## config.mk

```make
export PLATFORM = sky130hd
export DESIGN_NAME = ysyx_23060203_csu
export DESIGN_NICKNAME = d
export VERILOG_FILES = /design/src/rtl/ysyx_23060203_csu.sv
export SDC_FILE = /design/constraint.sdc
export NUM_CORES = 1
export LEC_CHECK = 0
export BUFFER_PORTS_ARGS = -buffer_cell sky130_fd_sc_hd__buf_2
export CAP_MARGIN = 20
export CORE_ASPECT_RATIO = 2
export CORE_UTILIZATION = 49
export CTS_CLUSTER_SIZE = 16
export DETAILED_ROUTE_END_ITERATION = 8
export GPL_ROUTABILITY_DRIVEN = 0
export PLACE_DENSITY = 0.83
export SKIP_LAST_GASP = 1
export SYNTH_ARGS = -nofsm -noshare
export SYNTH_HDL_FRONTEND = slang
export SYNTH_SLANG_ARGS = --single-unit
```

## constraint.sdc

```tcl
create_clock -name clock -period 2.15 [get_ports clock]
set_input_delay 0.1075 -clock clock [delete_from_list [all_inputs] [get_ports clock]]
set_output_delay 0.1075 -clock clock [all_outputs]
set_load 0.05 [all_outputs]
```

## src/rtl/ysyx_23060203_csu.sv

```systemverilog
// Control-status unit: accepts a writeback flush, sequences TLB then icache invalidation, then offers the redirect PC.
// pipe_flush is same-cycle; busy holds the IFU until the redirect handshake (redirect_valid & redirect_ready) completes.
module ysyx_23060203_csu (
  input  logic        clock,
  input  logic        reset,
  input  logic        cs_flush,
  input  logic [31:0] cs_dnpc,
  input  logic        flush_icache,
  input  logic        flush_tlb,
  output logic        pipe_flush,
  output logic        busy,
  output logic        tlb_flush_req,
  input  logic        tlb_flush_ack,
  output logic        ic_flush_req,
  input  logic        ic_flush_ack,
  output logic        redirect_valid,
  input  logic        redirect_ready,
  output logic [31:0] redirect_pc,
  output logic [31:0] flush_cnt
);

  typedef enum logic [1:0] {
    IDLE  = 2'd0,
    TLB   = 2'd1,
    IC    = 2'd2,
    REDIR = 2'd3
  } state_e;

  state_e      state_q, state_d;
  logic [31:0] dnpc_q, dnpc_d;
  logic        icache_q, icache_d;
  logic [31:0] flush_cnt_q, flush_cnt_d;
  logic        accept;

  // The TLB flag only steers the IDLE exit, so only the icache flag needs to survive past accept.
  assign accept = (state_q == IDLE) && cs_flush;

  always_comb begin
    state_d     = state_q;
    dnpc_d      = dnpc_q;
    icache_d    = icache_q;
    flush_cnt_d = flush_cnt_q;
    case (state_q)
      IDLE: begin
        if (cs_flush) begin
          dnpc_d      = cs_dnpc;
          icache_d    = flush_icache;
          flush_cnt_d = flush_cnt_q + 32'd1;
          if (flush_tlb)         state_d = TLB;
          else if (flush_icache) state_d = IC;
          else                   state_d = REDIR;
        end
      end
      TLB: begin
        if (tlb_flush_ack) state_d = icache_q ? IC : REDIR;
      end
      IC: begin
        if (ic_flush_ack) state_d = REDIR;
      end
      REDIR: begin
        if (redirect_ready) state_d = IDLE;
      end
      default: state_d = IDLE;
    endcase
  end

  always_ff @(posedge clock or negedge reset) begin
    if (!reset) begin
      state_q     <= IDLE;
      dnpc_q      <= 32'd0;
      icache_q    <= 1'b0;
      flush_cnt_q <= 32'd0;
    end else begin
      state_q     <= state_d;
      dnpc_q      <= dnpc_d;
      icache_q    <= icache_d;
      flush_cnt_q <= flush_cnt_d;
    end
  end

  // Gated by reset so every output is low while reset is held, even with cs_flush high.
  assign pipe_flush     = reset && accept;
  assign busy           = (state_q != IDLE);
  assign tlb_flush_req  = (state_q == TLB);
  assign ic_flush_req   = (state_q == IC);
  assign redirect_valid = (state_q == REDIR);
  assign redirect_pc    = dnpc_q;
  assign flush_cnt      = flush_cnt_q;

endmodule
```

==> flow_metrics.tcl, run 1 <==
set metrics [dict create \
    grtUsageMet3_pct 7.20 \
    drtIter0Drc 96 \
    grt_busiest_layer "met2" \
    finalMaxSlewViolations 0 \
    drive_above_1_share_pct 48.7 \
    status "finished, violations left" \
    io_pins 109 \
    die_area_sq_um 6350 \
    htreeDepth 3 \
    synth.cell_area_sq_um 2950 \
    power_per_cell_area_nw_per_um2 1530 \
    finalSetupViolCount 0 \
    first_pass_iters 6 \
    worstSetupStartpointType "flop" \
    crit_required_ps 2400 \
    seq_area_sq_um 1680 \
    yosysWarnings 0 \
    rsz0062_at_grt "false" \
    antenna_found_initial 0 \
    wire_per_inst_um 16.1 \
    holdWs_ps 5.50 \
    via_count 2226 \
    ys_types 30 \
    hold_depth 3 \
    layout.nets 400 \
    met2_usage_pct 41.9 \
    fp.coreArea_sq_um 5760 \
    reg2reg_from "state_q[1]" \
    drc 6 \
    setup_tns_ps 0 \
    finalHoldViolCount 0 \
    multiInputGateArea_sq_um 1210 \
    stdcell_area_sq_um 4020 \
    r2r_slack_ps 90 \
    dp_cells 392 \
    insertion_delay_ps 330 \
    cap_violations 0 \
    fin_skew_ps 5.64 \
    place_hpwl_um 4840 \
    cts_tree "yes" \
    antenna_cells 0 \
    hold_end "icache_q" \
    met1_usage_pct 24.6 \
    grt-ovfl-total 0 \
    die_y_um 112 \
    io_buffers 108 \
    n_fill_cell 422 \
    fin_crit_sh_pct 95.9 \
    avgSynthCellArea_sq_um 13.0 \
    instances_no_fill 420 \
    hp-class "in -> reg" \
    rr_endpoint "flush_cnt[28]" \
    clock_sinks 67 \
    violations "design-rule violations" \
    fmax_mhz 485 \
    grt_max_degree 56 \
    cts_made_buffers 9 \
    crit_type "reg -> reg" \
    min_from "flush_icache" \
    num_rows 39 \
    routed_wl_um 6750 \
    ir_worst_vdd_uv 1190 \
    synth-main-ff-cell "dfrtp_1" \
    slowest_delay_ps 620 \
    synthCells 226 \
    crit_path_max_fanout 8 \
    synth_async_sr_flop_share_pct 100 \
    synth-edff-count 0 \
    grt_pass1_wl_um 11200 \
    clk_path_buf_depth 2 \
    ys_seq_area_share_pct 56.9 \
    cp.arrival_ps 2310 \
    cts_root_buf "clkbuf_16" \
    grt_pass1_vias 2398 \
    tightest_slew_ps 484 \
    areaGrowthSynthToFinish_pct 36.3 \
    initial_core_util_pct 51.2 \
    die_x_um 56.9 \
    grt.total_usage_pct 23.7 \
    path_clk_slew_ps 50 \
    ys_seq_elements 67 \
    reg2reg_depth 6 \
    slowest_stage "or4_4" \
    maxSlewHeadroom_pct 67.6 \
    antenna_left 0 \
    placed_area_sq_um 3580 \
    total_leakage_power_nw 2.03 \
    fin_crit_ps 2060 \
    path_cells "inv_1 > ha_2 > nand2_1 > or4_4 > nor4_2 > xor2_1" \
    via_per_inst 5.30 \
    end_kind "flop" \
    synth_fp_nets 272 \
]
[how the worst max path moves through the flow]
stage                  from            end  slack, ps  depth (start not counted)
4_1_cts          state_q[1]  flush_cnt[28]         60                          6
2_1_floorplan  flush_cnt[0]  flush_cnt[24]        100                          6
6_report         state_q[1]  flush_cnt[28]         90                          6
3_5_place_dp     state_q[1]  flush_cnt[28]         60                          6
3_3_place_gp     state_q[0]  flush_cnt[28]        200                          6
5_1_grt          state_q[1]  flush_cnt[22]          6                          6
[what timing repair did]
| item | in CTS | in global routing |
|---|---|---|
| setup buffers | 0 | 0 |
| gates resized for setup | 0 | 2 |
| hold buffers | 12 | 0 |
| hold endpoints to repair | 23 | 0 |
| setup endpoints to repair | 0 | 9 |
[layout by cell type, fill, tap and decap left out, types with 3 or more instances in the layout]
| cell type | count |
|---|---|
| clkbuf_8 | 3 |
| xor2_1 | 16 |
| nor2_1 | 6 |
| mux2_2 | 34 |
| nand3_1 | 10 |
| and3_1 | 5 |
| ha_1 | 5 |
| nor3_2 | 5 |
| inv_1 | 10 |
| buf_2 | 108 |
| dlygate4sd3_1 | 12 |
| nor3_1 | 3 |
| xnor2_1 | 15 |
| nand2_1 | 12 |
| nor4_2 | 5 |
| clkbuf_16 | 9 |
| nand4_1 | 8 |
| dfrtp_1 | 67 |
[per-stage QoR]
| step | util (%) | power, mW | setup WS [ps] |
|---|---|---|---|
| global placement | 62.1 | 4.56 | 196 |
| floorplan | - | 3.97 | 99.5 |
| finish | 69.8 | 6.14 | 88.4 |
| CTS | 69.7 | 6.18 | 56.1 |
| detailed placement | 62.1 | 4.64 | 60.7 |
| global route | 69.8 | 6.41 | 6.28 |
[critical path: cells and delay by family (launching register included)]
family                   cells  cell delay, ps
XOR/XNOR                     1             180
adder cells (fa/ha/maj)      1             230
buffers and inverters        1             140
flip-flops                   1             410
AND/OR/NAND/NOR              3            1020
[cell families (layout without fill, tap and decap cells)]
logic type,count (synthesis),count (layout),share of synthesized area (%)
flops,67,67,56.9
simple gates,65,65,14.1
mux,36,36,13.7
xor+xnor,31,31,9.21
buf+inv,16,149,2.46
fa+ha+maj,6,6,2.55
compound gates,5,5,1.15
[metal layers]
layer	share of wire (%)	vias to the layer above
li1	-	1044
met1	35	1089
met2	58	74
met3	4.4	19
met4	2.7	0
met5	0	-
[synth_stat cells, types with 3 or more instances]
library cell / count / area [sq um]
and3_1: 5 / 31.3
buf_2: 4 / 20.0
dfrtp_1: 67 / 1680
ha_1: 6 / 75.1
inv_1: 10 / 37.5
mux2_2: 34 / 383
nand2_1: 12 / 45.0
nand3_1: 10 / 50.1
nand4_1: 8 / 50.1
nor2_1: 6 / 22.5
nor3_1: 3 / 15.0
nor3_2: 5 / 50.1
nor4_2: 5 / 62.6
xnor2_1: 15 / 131
xor2_1: 16 / 140
[cell type report]
type	instances	area share, %
clock buffers	13	6.72
multi-input cells	143	30.0
clock inverters	3	1.12
inverters	10	0.934
flip-flops and latches	67	41.7
repair buffers	123	17.6
well taps	61	1.90
[registers in the layout, indices dropped and copies added, names as in the netlist]
| signal | count |
|---|---|
| flush_cnt | 32 |
| icache_q | 1 |
| redirect_pc | 32 |
| state_q | 2 |
[power breakdown]
| group | internal, mW | switching, mW |
|---|---|---|
| Sequential | 1.65 | 0.244 |
| Combinational | 0.787 | 1.96 |
| Clock | 0.991 | 0.513 |
No activity file was read; power rests on OpenSTA's default activity.
==> run 2, diff against run 1 <==
--- a/config.mk
+++ b/config.mk
@@ -5,14 +5,15 @@
 export SDC_FILE = /design/constraint.sdc
 export NUM_CORES = 1
 export LEC_CHECK = 0
-export BUFFER_PORTS_ARGS = -buffer_cell sky130_fd_sc_hd__buf_2
 export CAP_MARGIN = 20
 export CORE_ASPECT_RATIO = 2
-export CORE_UTILIZATION = 49
+export CORE_UTILIZATION = 57
+export CTS_BUF_LIST = sky130_fd_sc_hd__clkbuf_4
 export CTS_CLUSTER_SIZE = 16
 export DETAILED_ROUTE_END_ITERATION = 8
+export DONT_BUFFER_PORTS = 1
 export GPL_ROUTABILITY_DRIVEN = 0
-export PLACE_DENSITY = 0.83
+export PLACE_DENSITY = 0.76
 export SKIP_LAST_GASP = 1
 export SYNTH_ARGS = -nofsm -noshare
 export SYNTH_HDL_FRONTEND = slang
==> flow_metrics.tcl, run 2 (synthesized netlist as in run 1, its figures left out) <==
set metrics [dict create \
    rsz0062_at_grt "false" \
    cts_root_buf "clkbuf_4" \
    areaGrowthSynthToFinish_pct 30.1 \
    power_per_cell_area_nw_per_um2 1370 \
    crit_type "reg -> reg" \
    cts_made_buffers 9 \
    slowest_stage "or4_4" \
    crit_required_ps 2480 \
    grt.total_usage_pct 26.8 \
    place_hpwl_um 4570 \
    cts_tree "yes" \
    antenna_found_initial 1 \
    die_y_um 104 \
    clk_path_buf_depth 2 \
    placed_area_sq_um 3270 \
    slowest_delay_ps 520 \
    clock_sinks 67 \
    insertion_delay_ps 410 \
    cp_top_family "simple AND/OR/NAND/NOR gates" \
    grt_pass1_wl_um 10500 \
    cp.arrival_ps 2320 \
    path_cells "inv_1 > ha_1 > nand2_1 > or4_4 > nor4_2 > xor2_1" \
    status "finished clean" \
    holdWs_ps 49.2 \
    die_x_um 52.9 \
    grt_max_degree 68 \
    mostFrequentLayoutCell "dfrtp_1" \
    worstSetupStartpointType "flop" \
    layout.nets 352 \
    finalSetupViolCount 0 \
    initial_core_util_pct 60.1 \
    crit_path_max_fanout 8 \
    wire_per_inst_um 17.9 \
    fmax_mhz 504 \
    first_pass_iters 4 \
    fin_crit_sh_pct 92.4 \
    path_clk_slew_ps 100 \
    num_rows 36 \
    end_kind "flop" \
    total_leakage_power_nw 1.78 \
    hp-class "in -> reg" \
    drc 0 \
    maxSlewHeadroom_pct 65.1 \
    fin_crit_ps 1990 \
    cp.buffers_inverters 1 \
    n_fill_cell 301 \
    stdcell_area_sq_um 3840 \
    via_per_inst 5.49 \
    via_count 2027 \
    setup_tns_ps 0 \
    cap_violations 0 \
    io_pins 109 \
    io_buffers 0 \
    mostFrequentLayoutCells "dfrtp_1, dlygate4sd3_1, buf_4" \
    grt-ovfl-total 0 \
    instances_no_fill 369 \
    grt_pass1_vias 2215 \
    dp_cells 313 \
    antenna_left 0 \
    tightest_slew_ps 525 \
    post-cts-setup-buffer-count 0 \
    routed_wl_um 6590 \
    fp.coreArea_sq_um 4910 \
    htreeDepth 3 \
    ir_worst_vdd_uv 1360 \
    drtIter0Drc 28 \
    fin_skew_ps 12.4 \
    finalMaxSlewViolations 0 \
    die_area_sq_um 5480 \
    finalHoldViolCount 0 \
    drive_above_1_share_pct 31.8 \
]
## run 2: changes by cell type in the layout (fill, tap and decap cells not counted), moves of 2 or more
cell and change:
buf_2 -108, buf_4 +34, dlygate4sd3_1 +26, clkbuf_4 +10, clkbuf_16 -9, clkbuf_8 -3, clkinv_1 +2
## run 2: final timing paths
| path | start | endpoint | slack [ps] | cells after the start |
|---|---|---|---|---|
| worst min-delay path | cs_flush | flush_cnt[7] | 50 | 3 |
| worst max register to register | state_q[0] | flush_cnt[22] | 160 | 6 |
| worst max-delay path | state_q[0] | flush_cnt[22] | 160 | 6 |
| worst min register to register | icache_q | icache_q | 560 | 2 |
| max in group asynchronous | reset | flush_cnt[3] | 1670 | 2 |
| min in group asynchronous | reset | flush_cnt[12] | 220 | 2 |
## run 2: per-stage QoR
step / utilization (%) / power [mW] / setup slack (ps)
3_5_place_dp: 66.6 / 4.31 / 70.0
2_1_floorplan: - / 3.97 / 99.5
3_3_place_gp: 66.6 / 4.26 / 191
6_report: 78.2 / 5.27 / 164
5_1_grt: 78.2 / 5.48 / 78.3
4_1_cts: 78.0 / 5.31 / 47.8
## run 2: area by class of cell
| cell class | count | area [sq um] | area share, % |
|---|---|---|---|
| multi-input combinational | 143 | 1200 | 31.4 |
| clock inverter | 6 | 80.1 | 2.09 |
| antenna | 1 | 2.50 | 0.0652 |
| sequential | 67 | 1680 | 43.7 |
| inverter | 10 | 37.5 | 0.978 |
| tap | 57 | 71.3 | 1.86 |
| timing repair buffer | 75 | 691 | 18.0 |
| clock buffer | 10 | 75.1 | 1.96 |
## run 2: timing repair
| item | CTS | global route |
|---|---|---|
| resized for setup | 0 | 1 |
| hold endpoints to repair | 103 | 0 |
| endpoints found under the setup margin | 0 | 8 |
| hold buffers | 39 | 0 |
## run 2: layer usage
layer | track usage (%) | up-vias | part of all wire [%]
li1 | - | 947 | -
met1 | 26.7 | 983 | 33
met2 | 45.4 | 77 | 56
met3 | 10.3 | 20 | 7.0
met4 | 14.3 | 0 | 3.5
met5 | 0 | - | 0
## run 2: worst reg2reg max path: stages, from the launching register on
cell	delay, ps
dfrtp_1	430
inv_1	120
ha_1	220
nand2_1	130
or4_4	520
nor4_2	280
xor2_1	200
## run 2: report_power, final
part           leakage [nW]  switching [mW]  total (mW)  internal, mW
Clock                0.0815           0.428       0.903         0.475
Combinational         0.857           0.724        1.35         0.630
Sequential            0.843            1.39        3.01          1.62
==> run 3, diff against run 2 <==
--- a/config.mk
+++ b/config.mk
@@ -6,14 +6,16 @@
 export NUM_CORES = 1
 export LEC_CHECK = 0
 export CAP_MARGIN = 20
+export CELL_PAD_IN_SITES_DETAIL_PLACEMENT = 2
+export CELL_PAD_IN_SITES_GLOBAL_PLACEMENT = 2
 export CORE_ASPECT_RATIO = 2
-export CORE_UTILIZATION = 57
+export CORE_UTILIZATION = 41
 export CTS_BUF_LIST = sky130_fd_sc_hd__clkbuf_4
 export CTS_CLUSTER_SIZE = 16
 export DETAILED_ROUTE_END_ITERATION = 8
 export DONT_BUFFER_PORTS = 1
 export GPL_ROUTABILITY_DRIVEN = 0
-export PLACE_DENSITY = 0.76
+export PLACE_DENSITY = 0.84
 export SKIP_LAST_GASP = 1
 export SYNTH_ARGS = -nofsm -noshare
 export SYNTH_HDL_FRONTEND = slang
==> flow_metrics.tcl, run 3 (synthesized netlist as in run 1, its figures left out) <==
set metrics [dict create \
    status "finished clean" \
    grt_max_degree 68 \
    fin_skew_ps 19.3 \
    cts_made_buffers 9 \
    num_rows 43 \
    maxSlewHeadroom_pct 61.9 \
    layout.nets 353 \
    slowest_stage "or4_4" \
    finalSetupViolCount 0 \
    grt_pass1_vias 2615 \
    post-cts-setup-buffer-count 0 \
    path_cells "inv_2 > ha_2 > nand2_1 > or4_4 > nor4_2 > xor2_1" \
    stdcell_area_sq_um 3880 \
    startpoint "state_q[0]" \
    htreeDepth 3 \
    cp.arrival_ps 2410 \
    ir_worst_vdd_uv 904 \
    via_count 2201 \
    cts_root_buf "clkbuf_4" \
    slowest_delay_ps 630 \
    instances_no_fill 402 \
    clk_path_buf_depth 2 \
    fin_crit_sh_pct 95.6 \
    drive_above_1_share_pct 34.3 \
    routed_wl_um 10100 \
    die_y_um 122 \
    initial_core_util_pct 42.5 \
    cp_top_family "simple AND/OR/NAND/NOR gates" \
    crit_path_max_fanout 8 \
    place_hpwl_um 5660 \
    final_util_pct 56.0 \
    clock_sinks 67 \
    rr_endpoint "flush_cnt[24]" \
    via_per_inst 5.48 \
    hold_end "flush_cnt[7]" \
    wl_met2_um 6300 \
    grt.total_usage_pct 29.5 \
    reg2reg_from "state_q[0]" \
    cts_tree "yes" \
    r2r_slack_ps 90 \
    fp.coreArea_sq_um 6940 \
    fin_crit_ps 2060 \
    hp-class "in -> reg" \
    drc 0 \
    areaGrowthSynthToFinish_pct 31.7 \
    antenna_found_initial 0 \
    wire_per_inst_um 25.2 \
    path_clk_slew_ps 110 \
    fmax_mhz 486 \
    io_buffers 0 \
    rsz0062_at_grt "false" \
    cp.buffers_inverters 1 \
    finalMaxSlewViolations 0 \
    wl_met3_um 410 \
    finalHoldViolCount 0 \
    worstSetupStartpointType "flop" \
    total_leakage_power_nw 1.79 \
    tightest_slew_ps 572 \
    hold_depth 3 \
    antenna_left 0 \
    mostFrequentLayoutCells "dfrtp_1, dlygate4sd3_1, buf_4" \
    crit_type "reg -> reg" \
    drtIter0Drc 87 \
    placed_area_sq_um 3320 \
    top_layer_used "met4" \
    drt-met1-wl_um 3180 \
    mostFrequentLayoutCell "dfrtp_1" \
    min_from "cs_flush" \
    insertion_delay_ps 440 \
    crit_required_ps 2510 \
    reg2reg_depth 6 \
    worst-path-stages 6 \
    cap_violations 0 \
    die_area_sq_um 7560 \
    die_x_um 62.0 \
    antenna_cells 0 \
    end_kind "flop" \
    grt-ovfl-total 0 \
    io_pins 109 \
    first_pass_iters 4 \
    holdWs_ps 29.5 \
    dp_cells 348 \
    power_per_cell_area_nw_per_um2 1410 \
    grt_pass1_wl_um 15100 \
]
run 3: changes by cell type in the layout (fill, tap and decap cells not counted), moves of 2 or more:
cell	previous run	this run
clkinv_1	2	0
inv_1	10	8
buf_4	35	37
clkinvlp_4	1	3
inv_2	0	2
run 3: layout make-up:
class | count | area, sq um
Sequential cell | 67 | 1680
Inverter | 10 | 37.5
Multi-Input combinational cell | 143 | 1220
Fill cell | 626 | 3060
Clock buffer | 10 | 75.1
Tap cell | 90 | 113
Clock inverter | 6 | 66.3
Timing Repair Buffer | 76 | 696
run 3: worst reg2reg max path: cells and delay by family, from the launching register on:
family	cells	cell delay, ps
buffers and inverters	1	110
flip-flops	1	450
AND/OR/NAND/NOR	3	1010
adder cells (fa/ha/maj)	1	230
XOR/XNOR	1	180
run 3: per-stage QoR:
step	TNS (ps)	total power [mW]	worst slack, ps
5_1_grt	0	5.65	15.3
3_3_place_gp	0	4.28	191
3_5_place_dp	-94.0	4.39	-89.9
4_1_cts	0	5.32	30.6
6_report	0	5.47	93.9
2_1_floorplan	0	3.97	99.5
run 3: what timing repair did:
item | 4_1_cts | 5_1_grt
pin swaps | 0 | 1
hold endpoints to repair | 102 | 0
cloned | 0 | 0
endpoints found under the setup margin | 5 | 12
hold buffers | 38 | 0
gates resized for setup | 1 | 5
run 3: report_power, final:
part           internal [mW]  total (mW)  switching [mW]
logic                  0.657        1.52           0.863
clock network          0.366       0.879           0.513
registers               1.62        3.07            1.45
total                   2.65        5.47            2.83
run 3: worst max-delay path by stage:
stage | to
after CTS | flush_cnt[28]
after global placement | flush_cnt[27]
after detailed placement | flush_cnt[31]
after global routing | flush_cnt[24]
after floorplan | flush_cnt[24]
final | flush_cnt[24]
run 3: layer usage:
metal | up-vias | track usage, %
li1 | 946 | -
met3 | 16 | 6.69
met5 | - | 0
met4 | 0 | 13.2
met1 | 1155 | 27.2
met2 | 84 | 56.3
